$ cat src/rtl/seg7_pkg.sv
// rtl/seg7_pkg.sv - shared types and constants for the seven-segment scan driver
package seg7_pkg;

   typedef enum logic [1:0] {
      IDLE,
      SHIFT,
      COMMIT
   } conv_state_t;

   // Active-low {g,f,e,d,c,b,a} patterns for digits 0-9
   localparam logic [6:0] SEG_LUT [0:9] = '{
      7'h40, 7'h79, 7'h24, 7'h30, 7'h19,
      7'h12, 7'h02, 7'h78, 7'h00, 7'h10
   };

   localparam logic [6:0]  SEG_BLANK = 7'h7F;
   localparam logic [13:0] MAX_VAL   = 14'd9999;

   function automatic logic [6:0] seg_decode(input logic [3:0] nib);
      logic [6:0] pat;
      pat = SEG_BLANK;
      if (nib <= 4'd9) begin
         pat = SEG_LUT[nib];
      end
      return pat;
   endfunction

endpackage

$ cat src/rtl/seg7_scan_driver_if.sv
// rtl/seg7_scan_driver_if.sv - value/load/scan-clock inputs and display outputs of the scan driver
interface seg7_scan_driver_if #(
   parameter int BIN_W      = 14,
   parameter int NUM_DIGITS = 4
);
   logic                  sclk;
   logic [BIN_W-1:0]      value;
   logic                  load;
   logic                  busy;
   logic [6:0]            seg;
   logic                  dp;
   logic [NUM_DIGITS-1:0] an;

   modport master (output sclk, value, load, input busy, seg, dp, an);
   modport slave  (input sclk, value, load, output busy, seg, dp, an);
endinterface

$ cat src/rtl/seg7_scan_driver_bin2bcd_dd.sv
// rtl/seg7_scan_driver_bin2bcd_dd.sv - iterative double-dabble binary-to-BCD converter with saturation
module bin2bcd_dd
   import seg7_pkg::*;
#(
   parameter int BIN_W = 14
) (
   input  logic             clk,
   input  logic             reset,
   input  logic             load_i,
   input  logic [BIN_W-1:0] value_i,
   output logic             busy_o,
   output logic [15:0]      bcd_o,
   output logic [15:0]      bcd_nxt_o
);

   conv_state_t      state_q, state_d;
   logic [BIN_W-1:0] bin_q, bin_d;
   logic [15:0]      bcd_q, bcd_d;
   logic [15:0]      out_q, out_d;
   logic [3:0]       cnt_q, cnt_d;
   logic [15:0]      adj;

   always_ff @(posedge clk or posedge reset) begin
      if (reset) begin
         state_q <= IDLE;
         bin_q   <= '0;
         bcd_q   <= '0;
         out_q   <= '0;
         cnt_q   <= '0;
      end else begin
         state_q <= state_d;
         bin_q   <= bin_d;
         bcd_q   <= bcd_d;
         out_q   <= out_d;
         cnt_q   <= cnt_d;
      end
   end

   always_comb begin
      state_d = state_q;
      bin_d   = bin_q;
      bcd_d   = bcd_q;
      out_d   = out_q;
      cnt_d   = cnt_q;
      adj     = bcd_q;
      for (int i = 0; i < 4; i++) begin
         if (bcd_q[4*i +: 4] >= 4'd5) begin
            adj[4*i +: 4] = bcd_q[4*i +: 4] + 4'd3;
         end
      end
      case (state_q)
         IDLE: begin
            if (load_i) begin
               bin_d   = (value_i > MAX_VAL) ? MAX_VAL : value_i;
               bcd_d   = '0;
               cnt_d   = '0;
               state_d = SHIFT;
            end
         end
         SHIFT: begin
            // Top adjusted bit is always 0 for inputs up to 9999
            {bcd_d, bin_d} = {adj[14:0], bin_q, 1'b0};
            cnt_d          = cnt_q + 4'd1;
            if (cnt_q == 4'd13) begin
               state_d = COMMIT;
            end
         end
         COMMIT: begin
            out_d   = bcd_q;
            state_d = IDLE;
         end
         default: state_d = IDLE;
      endcase
   end

   assign busy_o    = (state_q != IDLE);
   assign bcd_o     = out_q;
   assign bcd_nxt_o = out_d;

endmodule

$ cat src/rtl/seg7_scan_driver.sv
// rtl/seg7_scan_driver.sv - 4-digit common-anode scan driver; optional LEADING_ZERO_BLANK_EN blanks leading zeros
module seg7_scan_driver
   import seg7_pkg::*;
#(
   parameter int NUM_DIGITS = 4,
   parameter int BIN_W      = 14
) (
   input  logic               clk,
   input  logic               reset,
   seg7_scan_driver_if.slave  bus
);

   logic                  sync1_q, sync2_q, hist_q;
   logic                  scan_edge;
   logic [1:0]            idx_q, idx_d;
   logic [NUM_DIGITS-1:0] an_q, an_d;
   logic [6:0]            seg_q, seg_d;
   logic                  busy;
   logic [15:0]           bcd;
   logic [15:0]           bcd_nxt;

   bin2bcd_dd #(.BIN_W(BIN_W)) u_conv (
      .clk       (clk),
      .reset     (reset),
      .load_i    (bus.load),
      .value_i   (bus.value),
      .busy_o    (busy),
      .bcd_o     (bcd),
      .bcd_nxt_o (bcd_nxt)
   );

   always_ff @(posedge clk or posedge reset) begin
      if (reset) begin
         sync1_q <= 1'b0;
         sync2_q <= 1'b0;
         hist_q  <= 1'b0;
         idx_q   <= '0;
         an_q    <= ~NUM_DIGITS'(1);
         seg_q   <= 7'b1000000;
      end else begin
         sync1_q <= bus.sclk;
         sync2_q <= sync1_q;
         hist_q  <= sync2_q;
         idx_q   <= idx_d;
         an_q    <= an_d;
         seg_q   <= seg_d;
      end
   end

   assign scan_edge = sync2_q & ~hist_q;

   // Decode from the next display value so a commit shows without waiting for a scan edge
`ifdef LEADING_ZERO_BLANK_EN
   logic [3:0] lz;
   always_comb begin
      lz    = '0;
      lz[3] = (bcd_nxt[15:12] == 4'd0);
      lz[2] = lz[3] & (bcd_nxt[11:8] == 4'd0);
      lz[1] = lz[2] & (bcd_nxt[7:4] == 4'd0);
   end
`endif

   always_comb begin
      idx_d = scan_edge ? idx_q + 2'd1 : idx_q;
      an_d  = ~(NUM_DIGITS'(1) << idx_d);
      seg_d = seg_decode(bcd_nxt[4*idx_d +: 4]);
`ifdef LEADING_ZERO_BLANK_EN
      if (lz[idx_d]) begin
         seg_d = SEG_BLANK;
      end
`else
`endif
   end

   assign bus.busy = busy;
   assign bus.an   = an_q;
   assign bus.seg  = seg_q;
   assign bus.dp   = 1'b1;

endmodule
$ cat src/flat_wrapper.sv
// flat-port wrapper written by rule: the top's interface ports become plain ports
module seg7_scan_driver_flat import seg7_pkg::*;
#(
   parameter int NUM_DIGITS = 4,
   parameter int BIN_W      = 14
)
  (clk, reset, bus_sclk, bus_value, bus_load, bus_busy, bus_seg, bus_dp, bus_an);
  seg7_scan_driver_if #(.BIN_W(BIN_W), .NUM_DIGITS(NUM_DIGITS)) bus_i ();
  input  logic clk;
  input  logic reset;
  input wire logic [$bits(bus_i.sclk)-1:0] bus_sclk;
  input wire logic [$bits(bus_i.value)-1:0] bus_value;
  input wire logic [$bits(bus_i.load)-1:0] bus_load;
  output wire logic [$bits(bus_i.busy)-1:0] bus_busy;
  output wire logic [$bits(bus_i.seg)-1:0] bus_seg;
  output wire logic [$bits(bus_i.dp)-1:0] bus_dp;
  output wire logic [$bits(bus_i.an)-1:0] bus_an;
  assign bus_i.sclk = bus_sclk;
  assign bus_i.value = bus_value;
  assign bus_i.load = bus_load;
  assign bus_busy = bus_i.busy;
  assign bus_seg = bus_i.seg;
  assign bus_dp = bus_i.dp;
  assign bus_an = bus_i.an;
  seg7_scan_driver #(.NUM_DIGITS(NUM_DIGITS), .BIN_W(BIN_W)) u_core (.clk(clk), .reset(reset), .bus(bus_i));
endmodule
$ cat config.mk
export PLATFORM = sky130hd
export DESIGN_NAME = seg7_scan_driver_flat
export DESIGN_NICKNAME = d
export VERILOG_FILES = /design/src/rtl/seg7_pkg.sv /design/src/rtl/seg7_scan_driver_if.sv /design/src/rtl/seg7_scan_driver_bin2bcd_dd.sv /design/src/rtl/seg7_scan_driver.sv /design/src/flat_wrapper.sv
export SDC_FILE = /design/constraint.sdc
export NUM_CORES = 1
export LEC_CHECK = 0
export ABC_CLOCK_PERIOD_IN_PS = 3800
export CORE_ASPECT_RATIO = 1.25
export CORE_UTILIZATION = 45
export DETAILED_ROUTE_END_ITERATION = 16
export GPL_TIMING_DRIVEN = 1
export HOLD_SLACK_MARGIN = 0.15
export PLACE_DENSITY = 0.77
export SLEW_MARGIN = 20
export SYNTH_ARGS = -nofsm -noshare
export SYNTH_HDL_FRONTEND = slang
export SYNTH_SLANG_ARGS = --single-unit
export TNS_END_PERCENT = 10
$ cat constraint.sdc
create_clock -name clk -period 3.8 [get_ports clk]
set_input_delay 0.76 -clock clk [delete_from_list [all_inputs] [get_ports clk]]
set_output_delay 0.76 -clock clk [all_outputs]
set_load 0.02 [all_outputs]
* Yosys cells after proc, flatten, opt, wreduce, memory -nomap -nowiden *
Memory sizes are Yosys's and may differ from the RTL's.
Cells that the tools add are included.

operators by class
  $add $sub $neg = 6
  magnitude comparators = 7
  eq/ne operators = 5
  shift operators = 2
  multiplexer cells = 19
  bitwise operators = 4
  reductions and logical operators = 5

operators by type and width
  kind                                                   count
  2-to-1 mux 16 bit                                      2
  case mux 16 bit (2 select lines)                       1
  2-to-1 mux 14 bit                                      2
  case mux 14 bit (2 select lines)                       1
  2-to-1 mux 7 bit                                       3
  >= comparator 4 x 3 -> 1 bit, second input constant    4
  2-to-1 mux 4 bit                                       4
  variable part select 16 x 5 -> 4 bit                   1
  > comparator 14 bit, second input constant             1
  adder 4 x 2 -> 4 bit, second input constant            3
  case mux 4 bit (2 select lines)                        1
  2-to-1 mux 2 bit                                       3
  >= comparator 5 bit, second input constant             1
  NOT 4 -> 5 bit                                         1
  adder 4 x 1 -> 4 bit, second input constant            1
  equality test 4 bit, second input constant             1
  less-or-equal comparator 4 bit, second input constant  1
  != test 2 bit, second input constant                   2
  NOT 4 bit                                              1
  case mux 2 bit (2 select lines)                        1
  AND reduction 2 bit                                    2
  nonzero test 2 bit                                     2
  << shifter 1 x 2 -> 4 bit, first input constant        1
  adder 3 x 2 -> 3 bit, second input constant            1
  7 further kinds                                        7

word-level totals
  bits in registers = 68
  ROM bits = 112
  output and inout port bits = 13
  logic and storage cells = 60
  memories = 1

memory list
  memory            words  width  read ports  clocked after memory_dff  wr ports  line            RTL
  (name not given)  16     7      1           0                         0         seg7_pkg.sv:23  pat = SEG_LUT[nib];

* Depth between registers and ports, before layout *
  depth after elaboration = 9
  gate-level depth with buffers = 14

* By module *
A second synthesis with hierarchy kept.

unflattened totals
  cells, all modules = 299
  area total of the unflattened synthesis = 3,419.5 um^2

by module, submodules not included
  module            instances  cells each  area each (um^2)
  bin2bcd_dd        1          212         2,404.8
  seg7_scan_driver  1          87          1,014.7

* Worst setup path after synthesis *
Ideal clock, no wire load.

  kind = reg2reg
  start point = register u_core.u_conv.state_q[1]
  end point = register u_core.seg_q[6], in the netlist u_core.bus.seg[6]
  setup time = 0.073 ns
  arrival time = 2.598 ns
  data required time = 3.727 ns
  slack = 1.129 ns
  cell stages (with the launch flop) = 15
  path buffers = 3
  clock period less this slack = 2.671 ns
  cells stage by stage = dfrtp_1 > buf_4 > nand2b_4 > buf_12 > buf_2 > mux2_2 > nor2_1 > o22ai_1 > o211ai_1 > inv_1 > ha_1 > or2_2 > nand2b_1 > o21a_1 > a21oi_1

on the way
  longest elaborated chain between the ends = 8
  elaborated cells on any way between the ends = 9

RTL lines
  element                                              line                               RTL
  start, declared                                      seg7_scan_driver_bin2bcd_dd.sv:16  conv_state_t state_q, state_d;
  start signal, assigned                               seg7_scan_driver_bin2bcd_dd.sv:31  state_q <= state_d;
  equality test 2 bit (*)                              seg7_scan_driver_bin2bcd_dd.sv:51  case (state_q)
  2-to-1 mux 16 bit (*)                                seg7_scan_driver_bin2bcd_dd.sv:51
  via u_core.bcd_nxt[4]                                seg7_scan_driver.sv:20             logic [15:0] bcd_nxt;
  variable part select 16 x 5 -> 4 bit (*)             seg7_scan_driver.sv:66             seg_d = seg_decode(bcd_nxt[4*idx_d +: 4]);
  NOT 4 -> 5 bit (implied by the code)                 seg7_pkg.sv:23
  memory (16 x 7 bit)                                  -
  2-to-1 mux 7 bit (implied by the code) (2 in a row)  seg7_pkg.sv:23
  2-to-1 mux 7 bit (*)                                 seg7_pkg.sv:22                     if (nib <= 4'd9) begin
  via u_core.seg_d[6]                                  seg7_scan_driver.sv:17             logic [6:0] seg_q, seg_d;
  end signal, assigned                                 seg7_scan_driver.sv:46             seg_q <= seg_d;
  end, declared                                        seg7_scan_driver.sv:17

Mark *: on every way through the listed nets, which the timed path passes. The rest lies on a longest branch. The select of a mux whose other input is x is not followed.
A chain may end at the register's enable or synchronous reset.

* Worst setup path after layout *
  start point = register u_core.u_conv.state_q[0]
  end point = register u_core.seg_q[6], in the netlist u_core.bus.seg[6]

Same word-level chain as after synthesis.

==> impl_metrics.tcl <==
set metrics [dict create \
    postCtsSetupBuffers 0 \
    finalWorstSetupSlack_ps 751.3 \
    numCtsBuffers 9 \
    routed_via_density 5.334 \
    power_density_mw_per_mm2 809.8 \
    grt_overflow 0 \
    slowest_stage "nor4_1" \
    post_drt_wl_per_cell_um 14.10 \
    nets 384 \
    irDropWorstVdd_mv 0.3701 \
    critPathCaptureType "flop" \
    final_cells 446 \
    grt_first_pass_wirelength_um 10900 \
    reg2reg_depth 10 \
    ys.flop_type "dfrtp_1" \
    n_antenna_cell 0 \
    critPathKind "flop to flop" \
    cts_root_buf "clkbuf_8" \
    grt_pass1_vias 2418 \
    crit_path_start_kind "flop" \
    ys_ff_latch 68 \
    num_vias 2379 \
    synth_top_family_by_area "compound AO/OA/AOI/OAI gates" \
    synth_mux_area_frac 0.06485 \
    coreArea_mm2 0.007019 \
    holdBufCountCts 0 \
    fmax_mhz 328.0 \
    syn_nets 354 \
    start_util 0.4701 \
    ant_nets 0 \
    drt_wl_total_um 6289 \
    syn_inst 321 \
    post-route-period-util 0.8023 \
    drc 0 \
    synth_xor_area_frac 0.01858 \
    min_to "u_core.sync2_q" \
    synth_top_area_share 0.4854 \
    max_stage_delay_ps 510 \
    synth_simple_gate_area_share 0.1354 \
    gp_congestion 0.8696 \
    synth_edf_count 0 \
    first_pass_iters 4 \
    p_leak_uw 0.001839 \
    io_buffers 29 \
    h-tree-depth 3 \
    r2r_slack_ps 750 \
    yosys-top-cells-area "dfrtp_1, ha_1, o21ai_0, nand2_1, inv_1" \
    io_pins 31 \
    worst_pin_slew_ps 968.1 \
    r2r-start "u_core.u_conv.state_q[0]" \
    syn_to_final_growth_pct 15.89 \
    yosysUniqueCellTypes 47 \
    min_delay_path_depth 0 \
    synth_area_mm2 0.003299 \
    async_flop_share 1.000 \
    fin_skew_ps 8.505 \
    yosysSeqAreaShare 0.5173 \
    setup-tns-final_ps 0 \
    critPathLaunch "u_core.u_conv.state_q[0]" \
    crit_required_ps 4060 \
    cts_tree "built" \
    nFillCells 621 \
    min_from "u_core.sync1_q" \
    clock-sinks 68 \
    path_cells "nand2b_4, mux2_2, o21ba_2, nor4_1, inv_1, ha_1, or2_2, nand2b_1, o21a_1, a21oi_1" \
    status "complete, no violations" \
    synthAdderAreaFrac 0.05688 \
    rsz0062_at_grt "false" \
    cts_max_path_buffers 2 \
    drt_iter0_drc 128 \
    fp.dieH_um 97.74 \
    synth_compound_area_frac 0.1505 \
    place_inst 430 \
    cts_resized 0 \
    dp_hpwl_um 4477 \
    hold_viol 0 \
    slew_headroom 0.3522 \
    maxSlewViolCount 0 \
    cp_data_arrival_time_ps 3310 \
    antenna_found_initial 0 \
    synth_top_area_cell "dfrtp_1" \
    worstSkewPairLatency_ps 340 \
    grt_max_degree 33 \
    path_clk_slew_ps 70 \
    crit_fanout 21 \
    setup_viol 0 \
    drive_gt1_frac 0.1180 \
    dieArea_mm2 0.007681 \
    fp-row-count 34 \
    grt_usage 0.1835 \
    die_x_um 78.59 \
    synth_area_per_cell_um2 10.28 \
    yosys_warnings 0 \
    hold_path_class "flop to flop" \
    maxCapViolCount 0 \
    rr_endpoint "u_core.bus.seg[6]" \
    fin_crit_ps 3049 \
    place_ws_ps 784.3 \
]
[worst max path at each step]
stage                     slack [ps]  cells after the start                 to
after floorplan                 1130                     14  u_core.bus.seg[6]
after global placement           860                     10  u_core.bus.seg[6]
after detailed placement         780                     10  u_core.bus.seg[6]
after CTS                        760                     10  u_core.bus.seg[6]
after global routing             520                     10  u_core.bus.seg[6]
final                            750                     10  u_core.bus.seg[6]
[sequential cells by signal (all words and copies together) (netlist names)]
signal / flops
u_core.sync1_q: 1
u_core.u_conv.bcd_q: 16
u_core.u_conv.cnt_q: 4
u_core.bus.seg: 7
u_core.bus.an: 4
u_core.hist_q: 1
u_core.sync2_q: 1
u_core.u_conv.bcd_o: 16
u_core.idx_q: 2
u_core.u_conv.state_q: 2
u_core.u_conv.bin_q: 14
[synth_stat cells, drive strengths merged, types with 2 or more instances]
master and count:
dfrtp 64, o21ai 38, nand2 34, inv 29, a21oi 16, nor2 16, ha 15, nand2b 10
clkbuf 9, mux2 7, nor3 7, o22ai 7, a222oi 6, mux2i 6, nand3 5, xnor2 5
buf 4, dfstp 4, and2 3, and3 3, mux4 3, nor2b 3, a21o 2, a31oi 2
nand4 2, nor3b 2, nor4 2, o21bai 2, o31ai 2, or2 2, xor2 2
[per-layer routing]
layer,vias to the layer above,wire [um],GRT usage
li1,1161,-,-
met1,1168,2840,0.2274
met2,39,3166,0.3030
met3,11,164,0.03738
met4,0,118,0.08974
met5,-,0,0
[power breakdown]
group          leakage, uW  internal (uW)  switching, uW  total, uW
Clock            0.0000889            250            267        518
Combinational     0.000886            602            738       1340
Sequential        0.000864           1010            227       1240
[final cells by class]
cell class,instances,area (um2),area share
clock inverter,5,27.53,0.007199
multi-input combinational,211,1414,0.3698
timing repair buffer,32,312.8,0.08181
inverter,29,108.9,0.02847
clock buffer,11,141.4,0.03698
tap,90,112.6,0.02945
sequential,68,1707,0.4463
[critical path: cells and delay by family, from the launching register on]
kind / cells / cell delay (ps)
and+or+nand+nor: 4 / 1330
DFF: 1 / 460
AOI/OAI and AO/OA: 3 / 440
muxes: 1 / 300
adders and majority gates: 1 / 260
buffers and inverters: 1 / 180
[kinds of logic (layout without fill, tap and decap cells)]
logic type	after synthesis	after routing
and+or+nand+nor	91	91
AOI/OAI and AO/OA	81	81
DFF	68	68
buffers and inverters	42	77
muxes	16	16
adders and majority gates	15	15
xor gates and xnor gates	7	7
other	1	1
[through the flow]
step                      utilization  hold WS, ps  instance area [um2]  power (uW)
final                          0.5447        362.5                 3824        3096
after global routing           0.5447        395.3                 3824        3345
after floorplan                     -        331.2                 3299        2195
after global placement         0.5207        369.3                 3655        2516
after CTS                      0.5447        380.1                 3824        3114
after detailed placement       0.5207        370.2                 3655        2589
[layout by cell type (no fill, tap or decap), drive strengths merged, types with 3 or more instances in the layout]
cell type       n
a21oi          16
a222oi          6
and2            3
and3            3
buf             3
clkbuf         11
clkdlybuf4s50  29
clkinv          4
dfrtp          64
dfstp           4
ha             15
inv            29
mux2            7
mux2i           6
mux4            3
nand2          34
nand2b         10
nand3           5
nor2           16
nor2b           3
nor3            7
o21ai          38
o22ai           7
xnor2           5
No activity file was read; power rests on OpenSTA's default activity.
